[src/rtl/lsu.sv]
// Load/store unit: one dmem transaction per memory op, req/gnt/rvalid
// handshake, byte-lane store replication and load extension.
module lsu #(
  parameter int DATA_WIDTH = 32
) (
  input  logic                  clk_i,
  input  logic                  rst_i,
  input  logic                  start_i,
  input  logic                  MemRead_i,
  input  logic                  MemWrite_i,
  input  logic [2:0]            funct3_i,
  input  logic [DATA_WIDTH-1:0] addr_i,
  input  logic [DATA_WIDTH-1:0] store_data_i,
  output logic                  dmem_req_o,
  output logic                  dmem_we_o,
  output logic [DATA_WIDTH-1:0] dmem_addr_o,
  output logic [3:0]            dmem_be_o,
  output logic [DATA_WIDTH-1:0] dmem_wdata_o,
  input  logic                  dmem_gnt_i,
  input  logic                  dmem_rvalid_i,
  input  logic [DATA_WIDTH-1:0] dmem_rdata_i,
  output logic                  stall_o,
  output logic                  done_o,
  output logic                  fault_o,
  output logic [DATA_WIDTH-1:0] load_data_o
);

  localparam logic [1:0] IDLE = 2'd0;
  localparam logic [1:0] REQ  = 2'd1;
  localparam logic [1:0] WAIT = 2'd2;
  localparam logic [1:0] DONE = 2'd3;

  logic [1:0]            state;
  logic                  we_q;
  logic                  fault_q;
  logic [2:0]            f3_q;
  logic [DATA_WIDTH-1:0] addr_q;
  logic [DATA_WIDTH-1:0] wd_q;

  logic                  accept;
  logic                  f3_ok;
  logic                  algn_ok;
  logic                  bad;
  logic [1:0]            ofs;
  logic [3:0]            be_c;
  logic [DATA_WIDTH-1:0] wd_c;
  logic [DATA_WIDTH-1:0] lane;
  logic [DATA_WIDTH-1:0] ext;

  assign accept = (state == IDLE) && start_i
                  && (MemRead_i || MemWrite_i);

  always_comb begin
    f3_ok = 1'b0;
    case (funct3_i)
      3'b000, 3'b001, 3'b010: f3_ok = 1'b1;
      3'b100, 3'b101:         f3_ok = !MemWrite_i;
      default:                f3_ok = 1'b0;
    endcase
    algn_ok = 1'b1;
    case (funct3_i[1:0])
      2'b01:   algn_ok = !addr_i[0];
      2'b10:   algn_ok = (addr_i[1:0] == 2'b00);
      default: algn_ok = 1'b1;
    endcase
    bad = (MemRead_i && MemWrite_i) || !f3_ok || !algn_ok;
  end

  assign ofs = addr_q[1:0];

  always_comb begin
    be_c = 4'b1111;
    wd_c = wd_q;
    unique case (1'b1)
      (f3_q[1:0] == 2'b00): begin
        be_c = 4'b0001 << ofs;
        wd_c = {4{wd_q[7:0]}};
      end
      (f3_q[1:0] == 2'b01): begin
        be_c = ofs[1] ? 4'b1100 : 4'b0011;
        wd_c = {2{wd_q[15:0]}};
      end
      default: begin
        be_c = 4'b1111;
        wd_c = wd_q;
      end
    endcase
  end

  assign lane = dmem_rdata_i >> {ofs, 3'b000};

  always_comb begin
    ext = lane;
    case (f3_q)
      3'b000: ext = {{(DATA_WIDTH-8){lane[7]}}, lane[7:0]};
      3'b001: ext = {{(DATA_WIDTH-16){lane[15]}}, lane[15:0]};
      3'b100: ext = {{(DATA_WIDTH-8){1'b0}}, lane[7:0]};
      3'b101: ext = {{(DATA_WIDTH-16){1'b0}}, lane[15:0]};
      default: ext = lane;
    endcase
  end

  // Request fields are only driven while a request is outstanding.
  assign dmem_req_o   = (state == REQ);
  assign dmem_we_o    = dmem_req_o && we_q;
  assign dmem_addr_o  = dmem_req_o ? {addr_q[DATA_WIDTH-1:2], 2'b00}
                                   : '0;
  assign dmem_be_o    = dmem_req_o ? be_c : 4'b0000;
  assign dmem_wdata_o = dmem_we_o ? wd_c : '0;
  assign stall_o      = (state == REQ) || (state == WAIT) || accept;
  assign done_o       = (state == DONE);
  assign fault_o      = (state == DONE) && fault_q;

  always_ff @(posedge clk_i) begin
    if (rst_i) begin
      state       <= IDLE;
      we_q        <= 1'b0;
      fault_q     <= 1'b0;
      f3_q        <= 3'b000;
      addr_q      <= '0;
      wd_q        <= '0;
      load_data_o <= '0;
    end else begin
      case (state)
        IDLE: begin
          if (accept) begin
            fault_q <= bad;
            we_q    <= MemWrite_i;
            f3_q    <= funct3_i;
            addr_q  <= addr_i;
            wd_q    <= store_data_i;
            state   <= bad ? DONE : REQ;
          end
        end
        REQ: begin
          if (dmem_gnt_i) state <= we_q ? DONE : WAIT;
        end
        WAIT: begin
          if (dmem_rvalid_i) begin
            load_data_o <= ext;
            state       <= DONE;
          end
        end
        default: state <= IDLE;
      endcase
    end
  end

endmodule

[config.mk]
export PLATFORM = sky130hd
export DESIGN_NAME = lsu
export DESIGN_NICKNAME = d
export VERILOG_FILES = /design/src/rtl/lsu.sv
export SDC_FILE = /design/constraint.sdc
export NUM_CORES = 1
export LEC_CHECK = 0
export ABC_CLOCK_PERIOD_IN_PS = 2700
export CAP_MARGIN = 0
export CELL_PAD_IN_SITES_DETAIL_PLACEMENT = 1
export CELL_PAD_IN_SITES_GLOBAL_PLACEMENT = 2
export CORE_UTILIZATION = 25
export CTS_CLUSTER_DIAMETER = 60
export DETAILED_ROUTE_END_ITERATION = 16
export PLACE_DENSITY_LB_ADDON = 0.1
export SYNTH_ARGS = -nofsm -noshare
export SYNTH_HDL_FRONTEND = slang
export SYNTH_SLANG_ARGS = --single-unit
[constraint.sdc]
create_clock -name clk_i -period 2.7 [get_ports clk_i]
set_input_delay 0.54 -clock clk_i [delete_from_list [all_inputs] [get_ports clk_i]]
set_output_delay 0.54 -clock clk_i [all_outputs]
set_load 0.05 [all_outputs]
After elaboration in Yosys (flattened, before gate mapping)
Index checks and enable logic that the tools add are counted.
{"block": "op_classes", "n_eq_ne": 16, "n_reduce_logical": 24, "n_mux": 15, "n_shift": 2}
{"cell": "one-hot mux 32 bit (4 select lines)", "count": 1}
{"cell": "two-way mux 32 bit", "count": 2}
{"cell": "one-hot mux 32 bit (2 select lines)", "count": 1}
{"cell": ">> shifter 32 x 5 -> 32 bit", "count": 1}
{"cell": "equality test 3 bit, second input constant", "count": 4}
{"cell": "two-way mux 2 bit", "count": 4}
{"cell": "two-way mux 4 bit", "count": 2}
{"cell": "one-hot mux 4 bit (2 select lines)", "count": 1}
{"cell": "equality test 2 x 1 -> 1 bit, second input constant", "count": 3}
{"cell": "equality test 2 bit, second input constant", "count": 3}
{"cell": "equality test 3 x 1 -> 1 bit, second input constant", "count": 2}
{"cell": "logical NOT 2 bit", "count": 3}
{"cell": "logical NOT 3 bit", "count": 2}
{"cell": "one-hot mux 2 bit (3 select lines)", "count": 1}
{"cell": "logical AND 1 bit", "count": 5}
{"cell": "logical OR 1 bit", "count": 5}
{"cell": "logical NOT 1 bit", "count": 4}
{"cell": "!= test 2 bit, second input constant", "count": 2}
{"cell": "one-hot mux 1 bit (2 select lines)", "count": 2}
{"cell": "AND reduction 2 bit", "count": 2}
{"cell": "<< shifter 1 x 2 -> 4 bit, first input constant", "count": 1}
{"cell": "equality test 3 x 2 -> 1 bit, second input constant", "count": 1}
{"cell": "AND reduction 3 bit", "count": 1}
{"cell": "OR reduction 3 bit", "count": 1}
{"cell": "other kinds (3)", "count": 3}
{"block": "totals", "reg_bits": 103, "out_inout_bits": 105, "input_bits": 106, "word_cells": 64}

Logic depth before layout (Yosys ltp)
Gate-level depths: netlist of the first run.
{"block": "logic_depth", "depth_word": 9, "mapped_depth": 8, "mapped_depth_nobuf": 6}

Worst setup path after synthesis of the first run
Ideal clock, no wire load.
{"block": "synth_path", "path_type": "register -> output", "startpoint": "reg state[1]", "endpoint": "out dmem_wdata_o[13]", "required_ns": 2.160, "t_arrival_ns": 2.296, "stages_incl_launch_ff": 7, "path_buffers": 2, "slack_ns": -0.136, "path_cell_list": "dfxtp_1 inv_1 ha_1 clkbuf_1 nand2_1 clkbuf_1 a21oi_1"}
{"block": "synth_via", "elab_chain_cells": 3}
{"element": "start, declared", "line_no": "33", "source": "logic [1:0] state;"}
{"element": "start signal, assigned", "line_no": "132", "source": "state <= bad ? DONE : REQ;"}
{"element": "start signal, assigned", "line_no": "136", "source": "if (dmem_gnt_i) state <= we_q ? DONE : WAIT;"}
{"element": "equality test 2 x 1 -> 1 bit", "line_no": "104", "source": "assign dmem_req_o = (state == REQ);"}
{"element": "via dmem_req_o", "line_no": "14", "source": "output logic dmem_req_o,"}
{"element": "logical AND 1 bit", "line_no": "105", "source": "assign dmem_we_o = dmem_req_o && we_q;"}
{"element": "two-way mux 32 bit", "line_no": "109", "source": "assign dmem_wdata_o = dmem_we_o ? wd_c : '0;"}
{"element": "end, declared", "line_no": "18", "source": "output logic [DATA_WIDTH-1:0] dmem_wdata_o,"}
The timed path passes the listed nets, and every way through them passes these cells.

Worst setup path after layout of the first run
{"block": "layout_path", "startpoint": "reg state[0]", "endpoint": "out fault_o"}
{"block": "layout_via", "elab_chain_cells": 2}
{"element": "equality test 2 bit", "line_no": "112", "source": "assign fault_o = (state == DONE) && fault_q;"}
{"element": "logical AND 1 bit", "line_no": "112"}
{"element": "end, declared", "line_no": "24", "source": "output logic fault_o,"}
No other way between the ends.

==> results.yml, run 1 <==
status:
  outcome: "finished, final reports clean"
sta:
  relSlewSlack_pct: 60.38
  setup_ws_ps: 183.0
  finalCriticalPeriod_ps: 2517
  min_period_over_period_pct: 93.22
  max_freq_mhz: 397.3
  hold_violations: 0
  setup_viol: 0
  hold-worst-slack_ps: 452.3
  finClkSkew_ps: 11.84
  drv_slew: 0
  tightest_slew_ps: 594.3
  rsz0062_at_grt: "false"
worst_setup_path:
  slowest_delay_ps: 810
  slowest_stage: "clkdlybuf4s50_1"
  critPathKind: "reg -> out"
  cp-start-kind: "flop"
  worstPathArrival_ps: 1980
  critical_path.endpoint_type: "primary output"
  cp_max_fo: 4
  critPathRequiredTime_ps: 2160
  crit_chain: "ha_1, and2_1, clkdlybuf4s50_1"
synthesis:
  synthArstFlopShare_pct: 0
  ys_seq_area_share_pct: 40.25
  synth_compound_area_share_pct: 18.32
  synth_ff_type: "dfxtp_1"
  synth.largest_area_cell: "dfxtp_1"
  yosys.area_share.adder_pct: 1.710
  yosysMostFrequentCell: "nand2_1"
  ys_seq_elements: 103
  yosysWarnings: 0
  yosys-top-cells-count: "nand2_1 (186), dfxtp_1 (103), a21oi_1 (102)"
  synth_top_family_by_area: "simple AND/OR/NAND/NOR gates"
  synth_edf_count: 0
  synth_xor_area_share_pct: 0
  synth_area_leaders: "dfxtp_1 (40%), nand2_1 (14%), a21oi_1 (10%)"
  ys_types: 36
  synthSimpleGateAreaFrac_pct: 25.23
  syn_area_um2: 5122
  avgSynthCellArea_um2: 7.589
  synthMuxAreaShare_pct: 8.818
  netlist_instances: 675
  synth_top_area_share_pct: 40.25
layout:
  finish.utilization_pct: 42.73
  final_nets: 963
  diodes: 0
  area_growth_pct: 65.02
  drive_gt1_share_pct: 16.26
  final_cell_area_um2: 8453
power:
  peakVddDrop_mv: 0.3541
  p_per_area_nw_per_um2: 683.3
  p_total_mw: 5.776
  p_leak_nw: 3.016
grt:
  grt_pass1_vias: 5579
  grt_pass1_wl_um: 31240
  met3_usage_pct: 5.126
  grt_antenna_before_repair: 1
  busiest_layer: "met2"
  grt_max_degree: 63
  track_usage_pct: 18.90
  gr-total-overflow: 0
  grt_util_met2_pct: 31.61
  use_met1_pct: 23.47
placement:
  port_buffers: 208
  pre_cts_slack_ps: 269.3
  dp_hpwl_um: 14630
  postPlaceCellArea_um2: 8128
  gp_congestion: 0.8254
clocking:
  clkSinkCount: 103
  clock-root-buffer: "clkbuf_16"
  cts_hold_buf: 0
  cts_tree: "yes"
  worst_skew_pair.late_latency_ps: 360
  cts_buffers: 9
  clk_path_buf_depth: 2
  clk_pin_slew_ps: 60
  htreeDepth: 3
routing:
  wire_per_inst_um: 17.66
  vias: 5246
  vias_per_cell: 4.684
  drc_errors: 0
  routed_wl_um: 19780
  first_pass_iters: 6
  drtIter0Drc: 211
  ant_nets: 0
floorplan:
  io_pins: 211
  die_w_um: 145.1
  start_util_pct: 25.90
  fp.dieH_um: 145.1
  die-area_um2: 21070
  rows: 51
  coreArea_um2: 19780
worst_hold_path:
  hp-class: "reg -> reg"
job:
  max-cap-violations: 0
worst max-delay path: cells and delay by family, from the launching register on:
| kind | cells | cell delay (ps) |
|---|---|---|
| adder cells (fa/ha/maj) | 1 | 270 |
| buffers and inverters | 1 | 810 |
| flip-flops | 1 | 390 |
| AND/OR/NAND/NOR | 1 | 150 |
timing repair:
item,CTS,global route
setup buffers,0,0
gates resized for setup,0,1
endpoints found under the setup margin,0,9
report_power, final:
group	leakage [nW]	total, mW	switching (mW)	internal (mW)
registers	0.841	1.97	0.189	1.78
clock network	0.156	1.47	0.626	0.840
logic	2.02	2.34	1.44	0.901
total	3.02	5.78	2.26	3.52
layer usage:
metal  part of all wire [%]  routed length [um]  up-vias
li1                       -                   -     2584
met1                     44                8783     2511
met2                     48                9506      134
met3                    6.0                1184       15
met4                    1.5                 289        2
met5                  0.066                  13        -
worst paths after layout:
kind | cells after the start | start | slack, ps | endpoint
min reg2reg | 2 | addr_q[13] | 450 | addr_q[13]
max | 3 | state[0] | 180 | fault_o
min | 2 | addr_q[13] | 450 | addr_q[13]
max reg2reg | 5 | f3_q[1] | 420 | load_data_o[30]
placed cells by master, fill, tap and decap left out, types with 2 or more instances in the layout:
cell type        instances
buf_12                  71
buf_4                   13
clkdlybuf4s50_1        138
clkbuf_16                9
nor3_1                  10
conb_1                   2
a211oi_1                 8
dfxtp_1                102
o211ai_1                 9
and3_1                   8
mux2i_1                 26
inv_1                    9
nand2_1                186
nor2b_1                  7
a21oi_1                102
nor2_1                  48
o2bb2ai_1                8
nor2_2                   9
mux2_2                  15
and2_1                  32
bufinv_16                2
nand2b_1                 4
o21a_1                   2
a211oi_2                10
ha_1                     7
layout make-up:
cell class	count	area, um2
Clock buffer	11	242.7
Clock inverter	5	81.33
Fill cell	2299	11330
Inverter	9	33.78
Multi-Input combinational cell	505	2800
Sequential cell	103	2063
Tap cell	265	331.6
Timing Repair Buffer	222	2900
state kept, by name, summed over array words and instances, names as in the netlist:
register     cells
wd_q            32
f3_q             3
load_data_o     32
state            2
fault_q          1
we_q             1
addr_q          32
logic make-up after synthesis:
kind of cell    after synthesis
compound gates              148
flops                       103
other cells                   1
simple gates                306
buf+inv                      68
mux                          42
fa+ha+maj                     7
stage by stage:
step / instances / TNS, ps
floorplan: 676 / -623.4
finish: 1120 / 0
CTS: 1120 / 0
detailed placement: 1104 / 0
global route: 1120 / 0
global placement: 1104 / 0
(Power assumes the default switching activity.)
==> run 2: changes to the inputs <==
Settings changed: GPL_TIMING_DRIVEN from default to 0.
==> results.yml, run 2 (synthesis gave the netlist of run 1 again) <==
status:
  outcome: "finished, final reports clean"
floorplan:
  die_w_um: 145.1
  start_util_pct: 25.90
  die-area_um2: 21070
  fp.dieH_um: 145.1
  rows: 51
  io_pins: 211
  coreArea_um2: 19780
layout:
  drive_gt1_share_pct: 16.15
  finish.utilization_pct: 39.50
  final_nets: 1006
  area_growth_pct: 52.54
  layout_common_cells: "nand2_1 (185), clkdlybuf4s50_1 (139), dfxtp_1 (103)"
  top_regs: "addr_q (32), load_data_o (32), wd_q (32)"
  final_common_cell: "nand2_1"
clocking:
  clock-root-buffer: "clkbuf_16"
  worst_skew_pair.late_latency_ps: 350
  clkSinkCount: 103
  cts_tree: "yes"
  clk_path_buf_depth: 2
  clk_pin_slew_ps: 70
  cts_buffers: 9
  htreeDepth: 3
routing:
  first_pass_iters: 5
  drc_errors: 0
  routed_wl_um: 20510
  vias: 5439
  ant_nets: 0
  drtIter0Drc: 176
  wire_per_inst_um: 17.61
  vias_per_cell: 4.669
worst_setup_path:
  critPathBufInv: 3
  slowest_stage: "clkdlybuf4s15_2"
  crit_chain: "buf_2, buf_4, nor2_1, nor2_1, o21a_1, clkdlybuf4s15_2"
  crit_top_cell: "nor2_1"
  worstPathArrival_ps: 2040
  critPathRequiredTime_ps: 2160
  slowest_delay_ps: 380
  critical-path-top-delay-family: "buffers and inverters"
  cp-start-kind: "flop"
  cp_max_fo: 19
  critPathKind: "reg -> out"
  critical_path.endpoint_type: "primary output"
sta:
  setup_viol: 0
  hold-worst-slack_ps: 450.8
  hold_violations: 0
  min_period_over_period_pct: 95.59
  finClkSkew_ps: 8.655
  finalCriticalPeriod_ps: 2581
  tightest_slew_ps: 737.3
  rsz0062_at_grt: "false"
  drv_slew: 0
  relSlewSlack_pct: 50.85
  max_freq_mhz: 387.4
  setup_tns_ps: 0
worst_hold_path:
  hp-class: "reg -> reg"
grt:
  grt_antenna_before_repair: 2
  track_usage_pct: 19.53
  gr-total-overflow: 0
  grt_max_degree: 20
  grt_pass1_wl_um: 31740
  grt_pass1_vias: 5889
job:
  max-cap-violations: 0
power:
  p_total_mw: 5.515
  peakVddDrop_mv: 0.3524
  p_leak_nw: 2.840
  p_per_area_nw_per_um2: 705.8
placement:
  dp_hpwl_um: 16160
  gp_congestion: 0.8272
  port_buffers: 207
[run 2: changes by cell type in the layout (fill, tap and decap cells not counted), sizes merged]
cell and change:
clkbuf +40, clkdlybuf4s15 +38, buf -37, bufinv -2, clkdlybuf4s18 +2, clkinv -2
diode +2, dlygate4sd2 +2, clkdlybuf4s50 +1, clkinvlp +1
[run 2: routing by layer]
| layer | vias to the layer above | routed length (um) | global-route usage, % | share of wire, % |
|---|---|---|---|---|
| li1 | 2668 | - | - | - |
| met1 | 2597 | 8918 | 22.78 | 43 |
| met2 | 151 | 10190 | 35.10 | 50 |
| met3 | 23 | 1011 | 3.899 | 4.9 |
| met4 | 0 | 397 | 7.105 | 1.9 |
| met5 | - | 0 | 0 | 0 |
[run 2: metrics by stage]
step	instances	setup WS (ps)	instance area, um2
after floorplan	676	-136.0	5149
final	1165	118.9	7814
after CTS	1164	-46.15	7804
after detailed placement	1148	-736.3	7552
after global placement	1148	-748.7	7552
after global routing	1165	0.8558	7814
[run 2: where the power goes]
part / switching [mW] / total (mW) / internal [mW]
combinational: 1.49 / 2.30 / 0.810
sequential: 0.163 / 1.94 / 1.78
clock: 0.592 / 1.27 / 0.679
total: 2.25 / 5.52 / 3.27
[run 2: timing repair]
action,4_1_cts,5_1_grt
setup endpoints to repair,68,55
gates resized for setup,271,14
setup buffers,1,0
pin swaps,1,0
hold buffers,0,0
[run 2: area by class of cell]
type	instances	area, um2
Timing Repair Buffer	208	2017
Inverter	9	33.78
Antenna cell	2	5.005
Clock inverter	2	15.01
Clock buffer	14	264.0
Tap cell	265	331.6
Buffer	57	277.8
Sequential cell	103	2062
Fill cell	2397	11970
Multi-Input combinational cell	505	2808
[run 2: worst min-delay path, stage by stage, from the launching register on]
cell,delay (ps)
dfxtp_1,310
nand2_1,50
a21oi_1,50
[run 2: path summary, 6_finish.rpt]
| kind | start | end | slack (ps) | cells after the start |
|---|---|---|---|---|
| worst max register to register | state[0] | addr_q[11] | 520 | 8 |
| worst max-delay path | addr_q[0] | dmem_be_o[1] | 120 | 6 |
| worst min-delay path | addr_q[20] | addr_q[20] | 450 | 2 |
| worst min register to register | addr_q[20] | addr_q[20] | 450 | 2 |
==> run 3: changes to the inputs <==
--- a/config.mk
+++ b/config.mk
@@ -15,4 +15,5 @@
 export GPL_TIMING_DRIVEN = 0
 export PLACE_DENSITY_LB_ADDON = 0.1
+export SETUP_SLACK_MARGIN = 0.3
 export SYNTH_ARGS = -nofsm -noshare
 export SYNTH_HDL_FRONTEND = slang
==> constraint.sdc (replaced) <==
create_clock -name clk_i -period 2.7 [get_ports clk_i]
set_input_delay 0.405 -clock clk_i [delete_from_list [all_inputs] [get_ports clk_i]]
set_output_delay 0.405 -clock clk_i [all_outputs]
set_load 0.05 [all_outputs]
==> results.yml, run 3 (synthesis gave the netlist of run 1 again) <==
clocking:
  clk_path_buf_depth: 2
  clock-root-buffer: "clkbuf_16"
  clkSinkCount: 103
  worst_skew_pair.late_latency_ps: 360
  cts_buffers: 9
  htreeDepth: 3
  cts_hold_buf: 0
  cts_tree: "yes"
  clk_pin_slew_ps: 70
routing:
  first_pass_iters: 4
  vias_per_cell: 4.685
  drc_errors: 0
  vias: 5472
  wire_per_inst_um: 17.74
  ant_nets: 0
  drtIter0Drc: 167
  routed_wl_um: 20720
sta:
  hold_violations: 0
  tightest_slew_ps: 670.6
  min_period_over_period_pct: 85.39
  rsz0062_at_grt: "true"
  hold-worst-slack_ps: 452.0
  max_freq_mhz: 433.8
  relSlewSlack_pct: 55.29
  drv_slew: 0
  setup_viol: 0
  finClkSkew_ps: 6.222
  finalCriticalPeriod_ps: 2305
floorplan:
  start_util_pct: 25.90
  fp.dieH_um: 145.1
  die-area_um2: 21070
  io_pins: 211
  die_w_um: 145.1
  rows: 51
  coreArea_um2: 19780
power:
  peakVddDrop_mv: 0.3523
  p_total_mw: 5.863
  p_per_area_nw_per_um2: 753.4
  p_leak_nw: 2.983
layout:
  final_cell_area_um2: 7782
  final_common_cell: "nand2_1"
  fin_cells: 1168
  area_growth_pct: 51.93
  finish.utilization_pct: 39.34
  top_regs: "addr_q (32), load_data_o (32), wd_q (32)"
  final_nets: 1010
  drive_gt1_share_pct: 17.96
  layout_common_cells: "nand2_1 (185), clkdlybuf4s50_1 (138), dfxtp_1 (103)"
job:
  max-cap-violations: 0
placement:
  gp_congestion: 0.8431
  postPlaceCellArea_um2: 7555
  dp_hpwl_um: 16340
  port_buffers: 207
  place_inst: 1148
worst_setup_path:
  worstPathArrival_ps: 1900
  slowest_stage: "dfxtp_1"
  critPathBufInv: 4
  slowest_delay_ps: 330
  cp_max_fo: 10
  r2r_slack_ps: 610
  critPathRequiredTime_ps: 2300
  crit_chain: "inv_1, ha_2, clkbuf_8, nand2_4, clkbuf_8, nor2_1, buf_2"
  critPathKind: "reg -> out"
  critical-path-top-delay-family: "buffers and inverters"
  critical_path.endpoint_type: "primary output"
  cp-start-kind: "flop"
  crit_top_cell: "clkbuf_8"
grt:
  grt_antenna_before_repair: 1
  grt_pass1_wl_um: 32480
  grt_pass1_vias: 5928
  grt_max_degree: 18
  track_usage_pct: 19.65
  gr-total-overflow: 0
worst_hold_path:
  hp-class: "reg -> reg"
status:
  outcome: "finished, final reports clean"
==> run 3: cell count changes in the layout (fill, tap and decap cells not counted), sizes merged, moves of 2 or more <==
| cell | delta |
|---|---|
| inv | +2 |
| bufinv | +3 |
| clkdlybuf4s15 | -37 |
| clkbuf | +10 |
| buf | +31 |
| clkdlybuf4s18 | -2 |
==> run 3: worst min-delay path, stage by stage (launching register included) <==
cell	delay (ps)
dfxtp_1	310
nand2_1	50
a21oi_1	50
==> run 3: metrics by stage <==
| step | TNS [ps] | setup WS (ps) |
|---|---|---|
| after global routing | 0 | 264.3 |
| after detailed placement | -16840 | -574.8 |
| after floorplan | -2.853 | -0.9510 |
| after global placement | -12580 | -491.1 |
| after CTS | 0 | 304.6 |
| final | 0 | 394.6 |
==> run 3: routing by layer <==
layer | track usage, % | vias up | wire length [um]
met5 | 0 | - | 0
met4 | 5.105 | 0 | 287
met3 | 3.302 | 18 | 918
met2 | 35.48 | 137 | 10270
met1 | 23.91 | 2640 | 9248
li1 | - | 2677 | -
==> run 3: final cells by class <==
type / count / area (um2)
plain buffers: 59 / 326.6
repair buffers: 210 / 1836
flip-flops and latches: 103 / 2062
clock inverters: 6 / 115.1
diodes: 1 / 2.502
multi-input cells: 505 / 2836
inverters: 9 / 33.78
clock buffers: 10 / 239.0
fillers: 2456 / 12000
well taps: 265 / 331.6
==> run 3: what timing repair did <==
item	4_1_cts	5_1_grt
pin swaps	1	0
buffers inserted	1	2
resized for setup	307	107
setup endpoints to repair	69	69
==> run 3: path summary, 6_finish.rpt <==
kind / start / endpoint / cells past startpoint
worst max-delay path: state[1] / dmem_wdata_o[26] / 7
worst min-delay path: addr_q[18] / addr_q[18] / 2
worst min register to register: addr_q[18] / addr_q[18] / 2
worst max register to register: state[1] / addr_q[7] / 8
==> run 3: power breakdown <==
group          internal [mW]  leakage (nW)  switching, mW  total [mW]
Clock                  0.940         0.170          0.637        1.58
Combinational          0.831          1.97           1.51        2.34
Sequential              1.78         0.841          0.168        1.94
Total                   3.55          2.98           2.32        5.86
